===== src/rtl/wr_ctrl_pkg.sv =====
// Shared definitions for the skewed write controller: FSM state encoding,
// default geometry and the width of the internal beat counter.
package wr_ctrl_pkg;

  // Default array geometry
  localparam int DEF_WIDTH_HEIGHT = 16;
  localparam int DEF_ADDR_WIDTH   = 8;

  // FSM state type and encodings
  typedef logic [1:0] wr_state_t;
  localparam wr_state_t ST_IDLE = 2'd0;
  localparam wr_state_t ST_RUN  = 2'd1;
  localparam wr_state_t ST_DONE = 2'd2;

  // Beat counter must reach num_rows + WIDTH_HEIGHT - 2 with WIDTH_HEIGHT up
  // to 64 and num_rows up to all-ones, so it needs 7 bits beyond the address.
  function automatic int cnt_width(input int addr_width);
    return addr_width + 7;
  endfunction

endpackage


===== src/rtl/wr_col_lane.sv =====
// One column of the skewed write pattern: column COL is enabled for beats
// COL .. COL+num_rows-1 and writes base_addr + (t - COL), wrapping modulo
// 2^ADDR_WIDTH. Purely combinational; the top registers the result.
module wr_col_lane
  import wr_ctrl_pkg::*;
#(
  parameter int ADDR_WIDTH = DEF_ADDR_WIDTH,
  parameter int CNT_W      = cnt_width(DEF_ADDR_WIDTH),
  parameter int COL        = 0
) (
  input  logic                  active,
  input  logic [CNT_W-1:0]      t,
  input  logic [ADDR_WIDTH-1:0] base_addr,
  input  logic [ADDR_WIDTH-1:0] num_rows,
  output logic                  en,
  output logic [ADDR_WIDTH-1:0] addr
);

  localparam logic [CNT_W-1:0]      COL_C = CNT_W'(COL);
  // Address offset only needs the low bits since the sum wraps anyway
  localparam logic [ADDR_WIDTH-1:0] COL_A = ADDR_WIDTH'(COL);

  logic [CNT_W-1:0] rows_ext;
  logic             in_window;

  // Diagonal window test and wrapped address for this column
  always_comb begin
    rows_ext  = CNT_W'(num_rows);
    in_window = (t >= COL_C) && (t < (COL_C + rows_ext));
    en        = active && in_window;
    addr      = en ? (base_addr + t[ADDR_WIDTH-1:0] - COL_A) : '0;
  end

endmodule


===== src/rtl/wr_skew_control.sv =====
// Skewed (diagonal) write controller for a WIDTH_HEIGHT-column array.
// A start in IDLE latches base_addr/num_rows and runs beats t = 0 ..
// num_rows+WIDTH_HEIGHT-2; column i writes during beats i .. i+num_rows-1.
// A one-cycle DONE (done=1) follows, then IDLE. All outputs are registered:
// the next-cycle values are computed from next-state signals and captured.
//
// Optional feature: define WR_SKEW_CTRL_STALL_EN to add the stall input.
// A stall sampled in RUN inserts a bubble (wr_en=0, wr_addr=0) and holds
// the beat counter, so no beat is lost when stall falls.
module wr_skew_control
  import wr_ctrl_pkg::*;
#(
  parameter int WIDTH_HEIGHT = DEF_WIDTH_HEIGHT,
  parameter int ADDR_WIDTH   = DEF_ADDR_WIDTH
) (
  input  logic                               clk,
  input  logic                               reset,
  input  logic                               start,
  input  logic [ADDR_WIDTH-1:0]              base_addr,
  input  logic [ADDR_WIDTH-1:0]              num_rows,
`ifdef WR_SKEW_CTRL_STALL_EN
  input  logic                               stall,
`endif
  output logic                               busy,
  output logic                               done,
  output logic [WIDTH_HEIGHT-1:0]            wr_en,
  output logic [WIDTH_HEIGHT*ADDR_WIDTH-1:0] wr_addr
);

  localparam int               CNT_W    = cnt_width(ADDR_WIDTH);
  localparam logic [CNT_W-1:0] LAST_OFS = CNT_W'(WIDTH_HEIGHT - 2);

  // Registered state
  wr_state_t             state;
  logic [CNT_W-1:0]      t_q;
  logic [ADDR_WIDTH-1:0] base_q;
  logic [ADDR_WIDTH-1:0] rows_q;

  // Next-state values
  wr_state_t             state_nxt;
  logic [CNT_W-1:0]      t_nxt;
  logic [ADDR_WIDTH-1:0] base_nxt;
  logic [ADDR_WIDTH-1:0] rows_nxt;
  logic                  issue;      // next cycle carries a beat
  logic [CNT_W-1:0]      last_beat;

  logic [WIDTH_HEIGHT-1:0]            en_nxt;
  logic [WIDTH_HEIGHT*ADDR_WIDTH-1:0] addr_nxt;

  // FSM next state, beat counter advance and parameter capture
  always_comb begin
    state_nxt = state;
    t_nxt     = t_q;
    base_nxt  = base_q;
    rows_nxt  = rows_q;
    issue     = 1'b0;
    last_beat = CNT_W'(rows_q) + LAST_OFS;
    case (state)
      ST_IDLE: begin
        if (start) begin
          base_nxt = base_addr;
          rows_nxt = num_rows;
          t_nxt    = '0;
          if (num_rows != '0) begin
            state_nxt = ST_RUN;
            issue     = 1'b1;
          end else begin
            state_nxt = ST_DONE;
          end
        end
      end
      ST_RUN: begin
        // t_q is the last issued beat; a bubble leaves it untouched
`ifdef WR_SKEW_CTRL_STALL_EN
        if (stall) begin
          issue = 1'b0;
        end else
`endif
        if (t_q == last_beat) begin
          state_nxt = ST_DONE;
          t_nxt     = '0;
        end else begin
          t_nxt = t_q + 1'b1;
          issue = 1'b1;
        end
      end
      ST_DONE: begin
        state_nxt = ST_IDLE;
      end
      default: begin
        state_nxt = ST_IDLE;
      end
    endcase
  end

  // One lane per column evaluates the next-cycle enable and address
  for (genvar i = 0; i < WIDTH_HEIGHT; i++) begin : g_lane
    wr_col_lane #(
      .ADDR_WIDTH (ADDR_WIDTH),
      .CNT_W      (CNT_W),
      .COL        (i)
    ) u_lane (
      .active    (issue),
      .t         (t_nxt),
      .base_addr (base_nxt),
      .num_rows  (rows_nxt),
      .en        (en_nxt[i]),
      .addr      (addr_nxt[i*ADDR_WIDTH +: ADDR_WIDTH])
    );
  end

  // State and registered outputs; reset aborts any sequence silently
  always_ff @(posedge clk) begin
    if (reset) begin
      state   <= ST_IDLE;
      t_q     <= '0;
      base_q  <= '0;
      rows_q  <= '0;
      busy    <= 1'b0;
      done    <= 1'b0;
      wr_en   <= '0;
      wr_addr <= '0;
    end else begin
      state   <= state_nxt;
      t_q     <= t_nxt;
      base_q  <= base_nxt;
      rows_q  <= rows_nxt;
      busy    <= (state_nxt == ST_RUN);
      done    <= (state_nxt == ST_DONE);
      wr_en   <= en_nxt;
      wr_addr <= addr_nxt;
    end
  end

endmodule


===== config.mk =====
export PLATFORM = sky130hd
export DESIGN_NAME = wr_skew_control
export DESIGN_NICKNAME = d
export VERILOG_FILES = /design/src/rtl/wr_ctrl_pkg.sv /design/src/rtl/wr_col_lane.sv /design/src/rtl/wr_skew_control.sv
export SDC_FILE = /design/constraint.sdc
export NUM_CORES = 1
export LEC_CHECK = 0
export BUFFER_PORTS_ARGS = -buffer_cell sky130_fd_sc_hd__buf_2
export CORE_MARGIN = 2
export CORE_UTILIZATION = 60
export CTS_CLUSTER_SIZE = 10
export DETAILED_ROUTE_END_ITERATION = 10
export HOLD_SLACK_MARGIN = 0.08
export PLACE_DENSITY = 0.89
export REMOVE_ABC_BUFFERS = 1
export SLEW_MARGIN = 0
export SYNTH_ARGS = -nofsm -noshare
export SYNTH_HDL_FRONTEND = slang
export SYNTH_HIERARCHICAL = 1
export SYNTH_SLANG_ARGS = --single-unit

===== constraint.sdc =====
create_clock -name clk -period 9 [get_ports clk]
set_input_delay 0.9 -clock clk [delete_from_list [all_inputs] [get_ports clk]]
set_output_delay 0.9 -clock clk [all_outputs]
set_load 0.05 [all_outputs]

## After elaboration in Yosys (flattened, before gate mapping)

Index checks and enable logic that the tools add are counted.

| storage, ports and cells | value |
|---|---|
| flip-flop bits (word level) | 179 |
| output and inout port bits | 146 |
| logic and storage cells | 173 |

| operators by class | value |
|---|---|
| add/subtract/negate cells | 33 |
| order comparisons | 32 |
| eq/ne operators | 4 |
| mux-type cells | 15 |
| bitwise gates (word level) | 16 |
| reductions and logical operators | 50 |

Operators with widths:

| kind | count |
|---|---|
| 15-bit < comparator | 15 |
| 15-bit by 4-bit greater-or-equal comparator with 1-bit output, second input constant | 8 |
| 4-bit by 8-bit adder with 9-bit output, first input constant | 8 |
| 8-bit by 4-bit subtractor with 8-bit output, second input constant | 8 |
| 15-bit by 3-bit greater-or-equal comparator with 1-bit output, second input constant | 4 |
| 3-bit by 8-bit adder with 9-bit output, first input constant | 4 |
| 1-bit logical AND | 32 |
| 8-bit two-way mux | 4 |
| 2-bit OR reduction | 16 |
| 8-bit by 3-bit subtractor with 8-bit output, second input constant | 4 |
| 15-bit by 1-bit greater-or-equal comparator with 1-bit output, second input constant | 2 |
| 15-bit by 2-bit greater-or-equal comparator with 1-bit output, second input constant | 2 |
| 15-bit two-way mux | 2 |
| 15-bit one-hot mux with 2 select lines | 1 |
| 2-bit by 8-bit adder with 9-bit output, first input constant | 2 |
| 1-bit NOT | 16 |
| 8-bit by 2-bit subtractor with 8-bit output, second input constant | 2 |
| 15-bit by 1-bit adder with 15-bit output, second input constant | 1 |
| 15-bit by 9-bit equality test with 1-bit output | 1 |
| 15-bit by 8-bit < comparator with 1-bit output | 1 |
| 1-bit by 8-bit adder with 9-bit output, first input constant | 1 |
| 8-bit by 4-bit adder with 9-bit output, second input constant | 1 |
| 8-bit adder | 1 |
| 8-bit nonzero test | 1 |
| other kinds (8) | 13 |

## Logic depth before layout (Yosys ltp)

| logic depth | value |
|---|---|
| depth in word-level cells | 9 |
| depth in mapped cells | 19 |
| depth with buffers taken out | 19 |

## Hierarchy

Netlist, hierarchy kept.

Modules (own cells, without submodules):

| module | instances | cells an instance | area each (um^2) | seq. area each (um^2) |
|---|---|---|---|---|
| wr_skew_control | 1 | 517 | 5779.3 | 3583.4 |
| wr_col_lane (g_lane[1].u_lane) | 1 | 120 | 888.4 | 0.0 |
| wr_col_lane (g_lane[9].u_lane) | 1 | 113 | 869.6 | 0.0 |
| wr_col_lane (g_lane[5].u_lane) | 1 | 115 | 854.6 | 0.0 |
| wr_col_lane (g_lane[2].u_lane) | 1 | 118 | 844.6 | 0.0 |
| wr_col_lane (g_lane[6].u_lane) | 1 | 115 | 843.3 | 0.0 |
| wr_col_lane (g_lane[10].u_lane) | 1 | 112 | 823.3 | 0.0 |
| wr_col_lane (g_lane[13].u_lane) | 1 | 110 | 813.3 | 0.0 |
| wr_col_lane (g_lane[3].u_lane) | 1 | 111 | 803.3 | 0.0 |
| wr_col_lane (g_lane[15].u_lane) | 1 | 104 | 794.5 | 0.0 |
| wr_col_lane (g_lane[7].u_lane) | 1 | 105 | 782.0 | 0.0 |
| wr_col_lane (g_lane[11].u_lane) | 1 | 105 | 778.2 | 0.0 |
| wr_col_lane (g_lane[12].u_lane) | 1 | 102 | 774.5 | 0.0 |
| wr_col_lane (g_lane[4].u_lane) | 1 | 102 | 769.5 | 0.0 |
| +3 rows | -- | -- | -- | -- |

## Worst setup path after synthesis

Ideal clock, no wire load.

| timing | value |
|---|---|
| path type | input port to flip-flop |
| start | input start |
| end | register wr_addr[61] |
| library setup time | 66 ps |
| data arrival time | 6265 ps |
| required time | 8934 ps |
| path slack | 2669 ps |
| stages on the path | 13 |
| buffers on the path | 1 |
| path through | inv_1 > nor3_2 > clkbuf_1 > o21ai_0 > o21ai_0 > nor2_1 > xnor2_1 > ha_1 > a21oi_1 > nand3_1 > o2111a_2 > nor4b_2 > nor2b_1 |

| on the way | value |
|---|---|
| word-level cells in the longest chain between the ends | 8 |
| elaborated cells on any way between the ends | 17 |
| those cells by class | add/sub (3); order compare (2); mux (8); bitwise (1); reduce/logical (3) |

Ends and longest elaborated chain:

| item | RTL line | RTL |
|---|---|---|
| start: declaration | wr_skew_control.sv:18 | `input logic start,` |
| 8-bit two-way mux | wr_skew_control.sv:60 | `if (start) begin` |
| 8-bit two-way mux | wr_skew_control.sv:58 | `case (state)` |
| net rows_nxt[2] | wr_skew_control.sv:43 | `logic [ADDR_WIDTH-1:0] rows_nxt;` |
| 3-bit by 8-bit adder with 9-bit output | wr_col_lane.sv:29 | `in_window = (t >= COL_C) && (t < (COL_C + rows_ext));` |
| 15-bit < comparator | wr_col_lane.sv:29 |  |
| 1-bit logical AND | wr_col_lane.sv:29 |  |
| 1-bit logical AND | wr_col_lane.sv:30 | `en = active && in_window;` |
| 1-bit NOT (no source line) | -- |  |
| 2-bit OR reduction (no source line) | -- |  |
| end signal: assignment | wr_skew_control.sv:131 | `wr_addr <= addr_nxt;` |
| end: declaration | wr_skew_control.sv:27 | `output logic [WIDTH_HEIGHT*ADDR_WIDTH-1:0] wr_addr` |

The timed path passes the listed nets, and every way through them passes these cells.
A chain may end at the register's enable or synchronous reset.

## Final worst setup path

| timing | value |
|---|---|
| start | register rows_q[1] |
| end | register wr_addr[29] |

| on the way | value |
|---|---|
| word-level cells in the longest chain between the ends | 9 |
| elaborated cells on any way between the ends | 17 |
| those cells by class | add/sub (4); order compare (2); eq/ne (1); mux (6); bitwise (1); reduce/logical (3) |

Ends and longest elaborated chain:

| item | RTL line | RTL |
|---|---|---|
| start: declaration | wr_skew_control.sv:37 | `logic [ADDR_WIDTH-1:0] rows_q;` |
| start signal: assignment | wr_skew_control.sv:127 | `rows_q <= rows_nxt;` |
| 8-bit by 4-bit adder with 9-bit output * | wr_skew_control.sv:57 | `last_beat = CNT_W'(rows_q) + LAST_OFS;` |
| 15-bit by 9-bit equality test with 1-bit output * | wr_skew_control.sv:79 | `if (t_q == last_beat) begin` |
| 15-bit two-way mux * | wr_skew_control.sv:79 |  |
| 15-bit one-hot mux with 2 select lines * | wr_skew_control.sv:58 |  |
| net t_nxt[5] | wr_skew_control.sv:41 | `logic [CNT_W-1:0] t_nxt;` |
| parallel branches: the longest is 5 deep, another holds 8-bit adder | -- |  |

Mark *: on every way through the listed nets, which the timed path passes.

==> metrics.cfg <==
[timing]
slew_headroom=0.1431
fmax_ghz=0.1803
tns_ns=0
rsz0062_at_grt=no
final-max-slew-violation-count=0
hold_viol_final=0
setup_viol=0
tightest_slew_ns=1.285
period_needed_ns=5.545
period_share=0.6161
skew_ns=0.01662

[yosys]
synth_fa_ha_area_frac=0.2515
syn_inst=2215
synthFlopType=dfxtp_1
synth_xor_area_frac=0.07580
synth_top_family_by_area=adder cells
synthArstFlopShare=0
syn-cell-area_um2=18490
yosys_warnings=6
yosysTopAreaCellShare=0.2342
seq_area_frac_synth=0.1938
synth-compound-area-share=0.1431
yosysTopAreaCell=ha_1
synthMuxAreaShare=0.01151
syn-mean-instance-area_um2=8.346
synth_edf_count=0
synth_area_leaders=ha_1, dfxtp_1, inv_1
synth-seq-cells=179
yosys.area_share.simple=0.2397
ys_types=93

[cts]
cts_buffer_depth=2
cts_setup_buffers=0
clock_sinks=179
path_clk_slew_ns=0.07
h-tree-depth=4
hold_buffers=0
ctsResizeCount=0
cts.root.buffer_cell=clkbuf_16
cts-buffers-inserted=17
cts_tree=yes
clkLatencyLatePin_ns=0.46

[setup_path]
end_kind=flop
worstReg2RegEnd=wr_addr[29]
path_class=flop to flop
r2r_setup_slack_ns=3.45
r2r_cells=16
path_max_fanout=27
cp.required_ns=9.38
worst_ep_arrival_time_ns=5.92
rr_startpoint=rows_q[1]
crit_path_start_kind=flop

[power]
totalPowerFinal_mw=2.560
power_density_nw_per_um2=124.8
ir_worst_vdd_uv=110.3
p_leak_nw=9.750

[die]
die_area_um2=32230
core_um2=30430
io_pins=165
initial_core_util=0.6075
die_y_um=179.5
die_w_um=179.5
row_count=64

[min_path]
worst_hold_startpoint=t_q[12]
hp-class=flop to flop
hold_depth=2
hold_path_end=t_q[12]

[drt]
drt_iter0_markers=1255
ant_nets=0
wl_um=48500
drc_errors=0
drtPass1Iterations=6
drt-vias-per-instance=6.033
wire_per_inst_um=17.42
num_vias=16800

[place]
numPortBuffers=164
dp_hpwl_um=31750
place.gp.congestion=0.9263

[final_layout]
diodes=0
areaGrowthSynthToFinish_pct=10.96
drive_gt1_frac=0.1427
fin_nets=2757

[grt]
grt_pass1_wl_um=80220
grt_max_degree=93
grt_pass1_vias=16960
grt_usage=0.2960
grt-ovfl-total=0
antenna_found_initial=0

[status]
status=complete, no violations

[flow_run]
max_cap_viol_count=0

==> placed cells by master, fill, tap and decap left out, types with 7 or more instances in the layout <==
master and n:
mux2_2 14, dfxtp_1 179, xor2_1 86, xnor2_1 74
a21oi_1 106, o21ai_1 10, nand2_1 89, o31ai_1 9
clkbuf_16 17, buf_4 17, nor4b_2 14, and2_1 14
a21o_1 24, nand2b_1 14, a311o_1 12, o21ai_0 46
fa_1 16, ha_1 346, nor3_1 48, a311oi_1 14
and3_1 18, nor4_1 27, nor3b_1 18, o2111ai_1 7
a31oi_4 11, buf_2 163, inv_1 363, nand4_1 29
nor2b_1 188, o211ai_1 9, o21a_1 27, a211oi_1 35
nand3_1 66, nor4_2 11, nor2_1 121
==> critical path, cell delays in order (launching register included) <==
cell       delay, ns
dfxtp_1         0.41
inv_1           0.13
ha_1            0.26
nor2b_1         0.17
o21ai_0         0.34
a2111oi_4       0.16
a31oi_4         0.66
nand2_1         0.24
a31oi_4         0.85
buf_4           0.47
ha_1            0.33
a21oi_1         0.19
o21ai_1         0.09
o2111ai_1       0.26
nand4_2         0.37
nor3b_2         0.35
nor2b_1         0.16
==> flip-flops by register name (all words and copies together) (netlist names) <==
signal	cells
base_q	8
busy	1
done	1
rows_q	8
state	2
t_q	15
wr_addr	128
wr_en	16
==> stage by stage <==
stage | utilization | instances | setup slack [ns] | hold slack, ns | instance area [um2]
floorplan | - | 2176 | 2.845 | 0.4665 | 18290
global placement | 0.6548 | 2753 | 3.929 | 0.5038 | 19920
detailed placement | 0.6548 | 2753 | 3.731 | 0.5166 | 19920
CTS | 0.6741 | 2785 | 3.585 | 0.5274 | 20510
global route | 0.6741 | 2785 | 3.205 | 0.5632 | 20510
finish | 0.6741 | 2785 | 3.455 | 0.5302 | 20510
==> report_power, final <==
| group | internal, mW | switching [mW] |
|---|---|---|
| Combinational | 0.389 | 0.599 |
| Sequential | 0.804 | 0.00683 |
| Clock | 0.395 | 0.367 |
| Total | 1.59 | 0.973 |
==> cells by family after synthesis <==
| kind of cell | Yosys count |
|---|---|
| compound gates | 368 |
| xor+xnor | 160 |
| fa+ha+maj | 362 |
| buf+inv | 402 |
| flops | 179 |
| mux | 19 |
| simple gates | 725 |
==> area by class of cell <==
class	instances	area, um2
flip-flops and latches	179	3583
repair buffers	181	954.7
fillers	2356	9916
multi-input cells	1634	13530
clock inverters	15	163.9
well taps	396	495.5
clock buffers	17	425.4
inverters	363	1363
==> worst max path at each step <==
stage | start | endpoint | slack [ns] | depth (start not counted)
floorplan | start | wr_addr[61] | 2.84 | 12
global placement | rows_q[1] | wr_addr[38] | 3.93 | 19
detailed placement | rows_q[1] | wr_addr[29] | 3.73 | 16
CTS | rows_q[1] | wr_addr[29] | 3.59 | 16
global route | rows_q[1] | wr_addr[39] | 3.20 | 19
finish | rows_q[1] | wr_addr[29] | 3.45 | 16
==> synth_stat cells (16+ instances only) <==
master / number
dfxtp_1: 179
inv_1: 363
o21ai_0: 48
nand3_1: 67
nor4_1: 27
nor2b_1: 188
xnor2_1: 74
a211oi_1: 35
o21a_1: 27
and3_1: 18
nand2_1: 89
nor3b_1: 18
clkbuf_1: 28
nor2_1: 122
nand4_1: 29
nor3_1: 48
a21oi_1: 106
a31oi_1: 16
a21o_1: 24
ha_1: 346
fa_1: 16
xor2_1: 86
==> routing by layer <==
layer  GRT usage  vias to the layer above  wire, um
li1            -                     7973         -
met3     0.04822                      185      3925
met4      0.1460                        0      2021
met5           0                        -         0
met2      0.5056                      762     22710
met1      0.3610                     7881     19850
No activity file was read; power rests on OpenSTA's default activity.
